===== src/rtl/imem_fetch_ctrl.sv =====
// rtl/imem_fetch_ctrl.sv - instruction fetch sequencer with 2-entry prefetch queue
// Shares the single Imem read port between sequential fetch and debug reads.
module imem_fetch_ctrl #(
  parameter int unsigned          ADDR_W   = 8,
  parameter int unsigned          DATA_W   = 32,
  parameter logic [ADDR_W-1:0]    RESET_PC = 8'h00
) (
  input  logic              clk,
  input  logic              reset,
  output logic [ADDR_W-1:0] imem_a,
  input  logic [DATA_W-1:0] imem_rd,
  input  logic              redirect_valid,
  input  logic [ADDR_W-1:0] redirect_addr,
  output logic              inst_valid,
  output logic [DATA_W-1:0] inst_data,
  output logic [ADDR_W-1:0] inst_addr,
  input  logic              inst_ready,
  input  logic              dbg_req,
  input  logic [ADDR_W-1:0] dbg_addr,
  output logic              dbg_ack,
  output logic [DATA_W-1:0] dbg_data
);

  localparam logic [ADDR_W-1:0] PC_INC = {{(ADDR_W-1){1'b0}}, 1'b1};

  logic [ADDR_W-1:0] r_fpc;
  logic [ADDR_W-1:0] r_q_addr [2];
  logic [DATA_W-1:0] r_q_data [2];
  logic              r_wptr;
  logic              r_rptr;
  logic [1:0]        r_count;
  logic              r_dbg_ack;
  logic [DATA_W-1:0] r_dbg_data;
  logic              r_last_dbg;

  logic              w_pop;
  logic              w_fetch_want;
  logic              w_dbg_gnt;
  logic              w_fetch_gnt;
  logic [1:0]        w_count_next;

  assign inst_valid   = (r_count != 2'd0);
  assign inst_addr    = r_q_addr[r_rptr];
  assign inst_data    = r_q_data[r_rptr];
  assign w_pop        = inst_valid & inst_ready;
  assign w_fetch_want = (r_count < 2'd2) | w_pop;

  // Alternating priority: after a debug grant, fetch wins the next contended cycle.
  assign w_dbg_gnt    = dbg_req & ~r_dbg_ack & (~w_fetch_want | ~r_last_dbg);
  assign w_fetch_gnt  = w_fetch_want & ~w_dbg_gnt & ~redirect_valid;

  assign imem_a       = w_dbg_gnt ? dbg_addr : r_fpc;
  assign dbg_ack      = r_dbg_ack;
  assign dbg_data     = r_dbg_data;

  assign w_count_next = r_count + {1'b0, w_fetch_gnt} - {1'b0, w_pop};

  always_ff @(posedge clk) begin
    if (reset) begin
      r_fpc      <= RESET_PC;
      r_count    <= 2'd0;
      r_wptr     <= 1'b0;
      r_rptr     <= 1'b0;
      r_dbg_ack  <= 1'b0;
      r_dbg_data <= '0;
      r_last_dbg <= 1'b0;
    end else begin
      r_dbg_ack  <= w_dbg_gnt;
      r_last_dbg <= w_dbg_gnt;
      if (w_dbg_gnt) begin
        r_dbg_data <= imem_rd;
      end
      // Redirect overrides any pop or push in the same cycle.
      if (redirect_valid) begin
        r_fpc   <= redirect_addr;
        r_count <= 2'd0;
        r_wptr  <= 1'b0;
        r_rptr  <= 1'b0;
      end else begin
        if (w_fetch_gnt) begin
          r_fpc  <= r_fpc + PC_INC;
          r_wptr <= ~r_wptr;
        end
        if (w_pop) begin
          r_rptr <= ~r_rptr;
        end
        r_count <= w_count_next;
      end
    end
  end

  always_ff @(posedge clk) begin
    if (w_fetch_gnt) begin
      r_q_addr[r_wptr] <= r_fpc;
      r_q_data[r_wptr] <= imem_rd;
    end
  end

endmodule

===== config.mk =====
export PLATFORM = sky130hd
export DESIGN_NAME = imem_fetch_ctrl
export DESIGN_NICKNAME = d
export VERILOG_FILES = /design/src/rtl/imem_fetch_ctrl.sv
export SDC_FILE = /design/constraint.sdc
export NUM_CORES = 1
export LEC_CHECK = 0
export ABC_AREA = 1
export ABC_CLOCK_PERIOD_IN_PS = 4510
export BUFFER_PORTS_ARGS = -buffer_cell sky130_fd_sc_hd__buf_4
export CAP_MARGIN = 20
export CORE_ASPECT_RATIO = 1.75
export CORE_MARGIN = 8
export CORE_UTILIZATION = 35
export DETAILED_ROUTE_END_ITERATION = 7
export SYNTH_ARGS = -nofsm -noshare
export SYNTH_HDL_FRONTEND = slang
export SYNTH_SLANG_ARGS = --single-unit

===== constraint.sdc =====
create_clock -name clk -period 4.51 [get_ports clk]
set_input_delay 0.902 -clock clk [delete_from_list [all_inputs] [get_ports clk]]
set_output_delay 0.902 -clock clk [all_outputs]
set_load 0.01 [all_outputs]

Yosys cells after proc, flatten, opt, wreduce, memory -nomap -nowiden
Memories as Yosys holds them, arrays and structs flattened. A register that Yosys moved wholly into a read port is not among the register bits.
Cells that the tools add are included.
Word-level totals
  register bits: 45
  RAM bits: 80
  input port bits: 53
  output and inout port bits: 82
  word-level logic and storage cells: 37
  memories kept: 2
Cells by class
  add/sub/neg operators: 3
  $lt $le $gt $ge: 1
  muxes and demuxes: 9
  bitwise operators: 13
  reduce and logical (&&, ||, !) cells: 3
Memories
  r_q_data: depth 2, bits a word 32, rd ports 1, clocked after Yosys merged registers in 1, write ports 1, line 28  | logic [DATA_W-1:0] r_q_data [2];
  r_q_addr: depth 2, bits a word 8, rd ports 1, clocked after Yosys merged registers in 1, write ports 1, line 27  | logic [ADDR_W-1:0] r_q_addr [2];
Operators with widths (count)
  $mux W8: 3
  $add A8 B1 Y8 const B: 1
  $mux W1: 6
  $not A1 Y1: 6
  $and A1 B1 Y1: 5
  $reduce_bool A2 Y1: 2
  $add A2 B1 Y2: 1
  $lt A2 B2 Y1 const B: 1
  $or A1 B1 Y1: 2
  $reduce_or A2 Y1: 1
  $sub A2 B1 Y2: 1

Depth between registers and ports, before layout
Gate-level depths: netlist of run 1.
  word-level depth: 11
  depth in mapped cells: 10
  mapped depth without buffers: 10

Least setup slack after synthesis of run 1
Ideal clock, no wire load.
  kind: input -> register
  start point: in dbg_req
  end point: mem r_q_addr[1][0] (enable)
  setup time: 0.439 ns
  arrival: 3.019 ns
  required time: 4.071 ns
  slack: 1.052 ns
  stages: 5
  path buffers: 0
  cells stage by stage: nand2_4 o21ai_4 nor2_4 inv_2 nor2_1
Between the ends
  word-level cells in the longest chain between the ends: 7
Ends and longest elaborated chain
  start: declaration: line 18  | input logic dbg_req,
  $and A1 B1 Y1 (2 in a row): line 49  | assign w_dbg_gnt = dbg_req & ~r_dbg_ack & (~w_fetch_want | ~r_last_dbg);
  $not A1 Y1: line 50  | assign w_fetch_gnt = w_fetch_want & ~w_dbg_gnt & ~redirect_valid;
  $and A1 B1 Y1 (2 in a row): line 50
  $mux W1: line 93  | if (w_fetch_gnt) begin
  $mux W1 (not written as such): line 94  | r_q_addr[r_wptr] <= r_fpc;
  end: declaration: line 27
Every way passes these cells.

Final worst setup path of run 1
  start point: in dbg_req
  end point: out imem_a[0]
Between the ends
  word-level cells in the longest chain between the ends: 3
Ends and longest elaborated chain
  $and A1 B1 Y1 (2 in a row): line 49
  $mux W8: line 52  | assign imem_a = w_dbg_gnt ? dbg_addr : r_fpc;
  end: declaration: line 10  | output logic [ADDR_W-1:0] imem_a,
Every way passes these cells.

==> flow_summary.ini, run 1 <==
[placement]
dp_hpwl_um = 8880
place_congestion = 0.886
io_buffers = 134

[clock_tree]
cts_tree = done
clk_pin_slew_ps = 50
cts_hold_buf = 0
htreeDepth = 4
post_cts_buffers = 0
cts_buffers = 17
cts_root_buf = clkbuf_16
cts_sinks = 126
clockBufferDepth = 2
cts_resized = 0
clock_latency_ps = 400

[sta]
fmax_ghz = 0.308
hold_viol = 0
worst_pin_slew_ps = 1010
min_period_ps = 3250
timing.hold.ws_ps = 463
setup_viol = 0
period_share_pct = 72.0
slew_viol_final = 0
slew_headroom_pct = 32.5
finalSetupTns_ps = 0
grt_setup_unrepaired = no
fin_skew_ps = 5.98

[status]
outcome = complete, no violations

[global_routing]
grt_max_degree = 41
overflow = 0
antenna_found_initial = 0
grt_pass1_wl_um = 19300
grt_pass1_vias = 3632
grt_use_total_pct = 14.0

[final_layout]
layout_common_cells = buf_4, edfxtp_1, nor2_1
fill_cells = 1254
layout-drive-gt1-share_pct = 40.4
antenna_cells = 0
syn_to_final_growth_pct = 36.9
utilization_pct = 48.5
final_nets = 593
mostFrequentLayoutCell = buf_4

[route]
via_per_inst = 4.60
drtIter0Drc = 122
finalWirelength_um = 12300
wl_per_cell_um = 17.0
dr.pass1.iters = 4
drcViolationCount = 0
final_antenna_net_count = 0
via_count = 3342

[critical_path]
r2r-start = r_last_dbg$_SDFF_PP0_
rr_endpoint = r_q_addr[0][3]$_DFFE_PP_
r2r_cells = 7
worstSetupEndpointType = output pin
crit_arrival_ps = 2340
rrSetupSlack_ps = 1980
cp_max_fo = 37
required_ps = 3610
path_class = input pin to output pin
critPathLaunchType = input pin

[synth]
yosys_warnings = 0
synth_area_per_cell_um2 = 12.2
synth_fp_nets = 453
netlist_instances = 397
yosysSeqAreaShare_pct = 68.5
synth_area_um2 = 4850
synth-seq-cells = 126
ys_types = 29

[power]
ir_worst_vdd_uv = 289
p_total_uw = 2980
p_per_area_nw_per_um2 = 448
leakage_uw = 0.00270

[min_path]
worstHoldPathCells = 1
hold_start = r_rptr$_SDFFE_PP0P_
hp-class = register to register

[floorplanning]
dieHeight_um = 172
fp-row-count = 57
start_util_pct = 35.4
pin_count = 135
dieArea_um2 = 18000
die_w_um = 105
core_um2 = 13700

[run]
maxCapViolCount = 0
==> power by group <==
| part | switching, uW | internal (uW) | total (uW) |
|---|---|---|---|
| sequential | 31.6 | 1290 | 1320 |
| combinational | 155 | 141 | 297 |
| clock | 464 | 893 | 1360 |
==> sequential cells by signal (all words and copies together) (netlist names), named ones only <==
signal,flops
r_rptr,1
r_q_data,64
r_q_addr,16
r_count,2
r_wptr,1
r_last_dbg,1
dbg_data,32
r_fpc,8
==> worst max-delay path by stage <==
stage            start                        to  slack [ps]  depth (start not counted)
6_report       dbg_req                 imem_a[0]        1260                          7
5_1_grt        dbg_req                 imem_a[0]        1050                          7
4_1_cts        dbg_req                 imem_a[0]        1230                          7
3_5_place_dp   dbg_req                 imem_a[0]        1230                          7
3_3_place_gp   dbg_req                 imem_a[7]        1300                          7
2_1_floorplan  dbg_req  r_q_addr[1][0]$_DFFE_PP_        1050                          5
==> kinds of logic after synthesis <==
logic type	share of synthesized area (%)
AO/OA/AOI/OAI	6.60
XOR/XNOR	0.722
adder cells (fa/ha/maj)	0.773
buffers and inverters	3.38
flip-flops	68.5
multiplexers	9.28
AND/OR/NAND/NOR	10.8
==> per-stage QoR <==
| step | std cells | instance area [um^2] | worst slack (ps) |
|---|---|---|---|
| after floorplan | 397 | 4850 | 1050 |
| after global placement | 695 | 6040 | 1300 |
| after detailed placement | 695 | 6040 | 1230 |
| after CTS | 727 | 6640 | 1230 |
| after global routing | 727 | 6640 | 1050 |
| final | 727 | 6640 | 1260 |
==> final cells by class <==
cell class	count	area (um^2)	share of cell area, %
Multi-Input combinational cell	232	1380	20.8
Sequential cell	126	3320	50.0
Tap cell	177	221	3.33
Timing Repair Buffer	137	1030	15.5
Clock buffer	21	460	6.93
Inverter	23	87.6	1.32
Clock inverter	11	140	2.11
==> metal layers <==
layer / share of wire [%] / global-route usage (%) / wire length (um) / up-vias
li1: - / - / - / 1650
met1: 35 / 12.5 / 4300 / 1588
met2: 58 / 27.2 / 7150 / 91
met3: 5.6 / 4.91 / 697 / 13
met4: 1.6 / 6.49 / 194 / 0
met5: 0 / 0 / 0 / -
==> cells in the mapped netlist <==
cell / number / area (um^2)
a21oi_2: 1 / 8.76
clkbuf_1: 3 / 11.3
ha_1: 3 / 37.5
o21ai_1: 3 / 15.0
xor2_1: 3 / 26.3
nand4_1: 1 / 6.26
buf_2: 13 / 65.1
o21ai_0: 39 / 195
a21oi_1: 7 / 35.0
o211a_1: 1 / 10.0
edfxtp_1: 80 / 2400
nor2_1: 79 / 297
clkinv_2: 1 / 5.00
inv_2: 5 / 18.8
mux2_2: 40 / 450
inv_1: 17 / 63.8
o21ai_4: 1 / 16.3
or2_1: 1 / 6.26
a21boi_1: 1 / 7.51
nand2_4: 2 / 22.5
dfxtp_1: 46 / 921
or2_2: 1 / 6.26
o21ai_2: 2 / 17.5
a211oi_1: 1 / 7.51
nand3_1: 10 / 50.1
nand2_1: 33 / 124
nor2_4: 1 / 11.3
o21bai_1: 1 / 7.51
xnor2_1: 1 / 8.76
==> critical path, stage by stage <==
cell     delay [ps]
buf_4            90
nand2_4         230
inv_2           380
buf_4           370
nand2_1          90
o21ai_0         100
buf_4           160
Power figures use the tool's default switching activity.
==> inputs of run 2 (changes only) <==
--- a/config.mk
+++ b/config.mk
@@ -6,7 +6,7 @@
 export NUM_CORES = 1
 export LEC_CHECK = 0
 export ABC_AREA = 1
-export ABC_CLOCK_PERIOD_IN_PS = 4510
+export ABC_CLOCK_PERIOD_IN_PS = 3000
 export BUFFER_PORTS_ARGS = -buffer_cell sky130_fd_sc_hd__buf_4
 export CAP_MARGIN = 20
 export CORE_ASPECT_RATIO = 1.75
==> constraint.sdc (replaced) <==
create_clock -name clk -period 3 [get_ports clk]
set_input_delay 0.6 -clock clk [delete_from_list [all_inputs] [get_ports clk]]
set_output_delay 0.6 -clock clk [all_outputs]
set_load 0.01 [all_outputs]
==> run 2 against run 1 <==
Effect of this change:
- clock-buffer cell count fell by 4
- sequential power grew 51%
- core utilization is 0.24 points higher
- register-to-register slack got worse by 920 ps
- via count rose by 1.4%
- critical path depth is 4 lower
- largest power group unchanged
- highest routed layer unchanged
==> flow_summary.ini, run 2 (synthesized netlist as in run 1, its figures left out) <==
[final_layout]
regMostFlops = r_q_data
utilization_pct = 48.8
antenna_cells = 0
layout_common_cells = buf_4, edfxtp_1, nor2_1
syn_to_final_growth_pct = 37.6
layout-drive-gt1-share_pct = 41.7
largest_reg_flops = 64
fill_cells = 1281
mostFrequentLayoutCell = buf_4
final_nets = 599

[global_routing]
grt_use_total_pct = 13.8
grt_max_degree = 32
antenna_found_initial = 0
grt_pass1_wl_um = 19000
grt_pass1_vias = 3750
overflow = 0

[min_path]
holdPathEnd = r_q_data[1][28]$_DFFE_PP_
hp-class = input pin to register
worstHoldPathCells = 1
hold_start = imem_rd[28]

[clock_tree]
cts_hold_buf = 0
cts_root_buf = clkbuf_16
clock_latency_ps = 400
htreeDepth = 4
cts_sinks = 126
cts_tree = done
cts_resized = 0
post_cts_buffers = 0
clockBufferDepth = 2
cts_buffers = 17
clk_pin_slew_ps = 60

[sta]
worst_pin_slew_ps = 557
fin_skew_ps = 6.97
slew_viol_final = 0
slew_headroom_pct = 62.8
grt_setup_unrepaired = no
fmax_ghz = 0.403
period_share_pct = 82.8
setup_viol = 0
min_period_ps = 2480
hold_viol = 0
finalSetupTns_ps = 0

[power]
ir_worst_vdd_uv = 359
p_per_area_nw_per_um2 = 665
leakage_uw = 0.00273
p_total_uw = 4440

[floorplanning]
dieArea_um2 = 18000
start_util_pct = 35.4
dieHeight_um = 172
die_w_um = 105
fp-row-count = 57
core_um2 = 13700
pin_count = 135

[route]
dr.pass1.iters = 4
finalWirelength_um = 12200
via_count = 3388
wl_per_cell_um = 16.7
via_per_inst = 4.62
final_antenna_net_count = 0
drcViolationCount = 0
drtIter0Drc = 104

[critical_path]
required_ps = 2400
rr_endpoint = r_count[1]$_SDFF_PP0_
path_class = register to output pin
r2r-start = r_last_dbg$_SDFF_PP0_
rrSetupSlack_ps = 1060
r2r_cells = 10
crit_arrival_ps = 1880
critPathLaunchType = register
worstSetupEndpointType = output pin
cp_max_fo = 22

[placement]
place_congestion = 0.888
dp_hpwl_um = 9010
io_buffers = 134

[run]
maxCapViolCount = 0

[status]
outcome = complete, no violations
==> run 2: stage by stage <==
step	std cells	instance area [um^2]	hold slack (ps)	worst slack [ps]
3_3_place_gp	701	6090	441	695
3_5_place_dp	701	6090	447	679
2_1_floorplan	397	4860	431	527
6_report	733	6680	387	516
4_1_cts	733	6680	368	439
5_1_grt	733	6680	366	394
==> run 2: worst max path at each step <==
stage | end | slack [ps]
floorplan | r_q_addr[1][0]$_DFFE_PP_ | 530
global placement | imem_a[5] | 700
global route | inst_data[2] | 390
detailed placement | imem_a[5] | 680
CTS | inst_data[2] | 440
finish | inst_data[0] | 520
==> run 2: cell type report <==
| class | instances | area (um^2) | share of cell area [%] |
|---|---|---|---|
| repair buffers | 143 | 1070 | 16.1 |
| inverters | 23 | 87.6 | 1.31 |
| clock buffers | 17 | 425 | 6.37 |
| clock inverters | 15 | 163 | 2.44 |
| well taps | 177 | 221 | 3.32 |
| multi-input cells | 232 | 1380 | 20.7 |
| flip-flops and latches | 126 | 3320 | 49.8 |
==> run 2: where the power goes <==
group	switching, uW	total, uW	internal (uW)
combinational	233	449	216
sequential	46.3	1990	1940
clock	771	2000	1230
==> run 2: layer usage <==
| metal | wire (um) | global-route usage [%] | vias up |
|---|---|---|---|
| met2 | 6970 | 26.5 | 94 |
| met4 | 350 | 8.61 | 0 |
| met5 | 0 | 0 | - |
| met3 | 544 | 4.24 | 27 |
| li1 | - | - | 1667 |
| met1 | 4360 | 12.2 | 1600 |
==> run 2: worst max-delay path, stage by stage, from the launching register on <==
cell and delay [ps]:
dfxtp_2 660, buf_4 300, mux2_2 360, buf_4 140
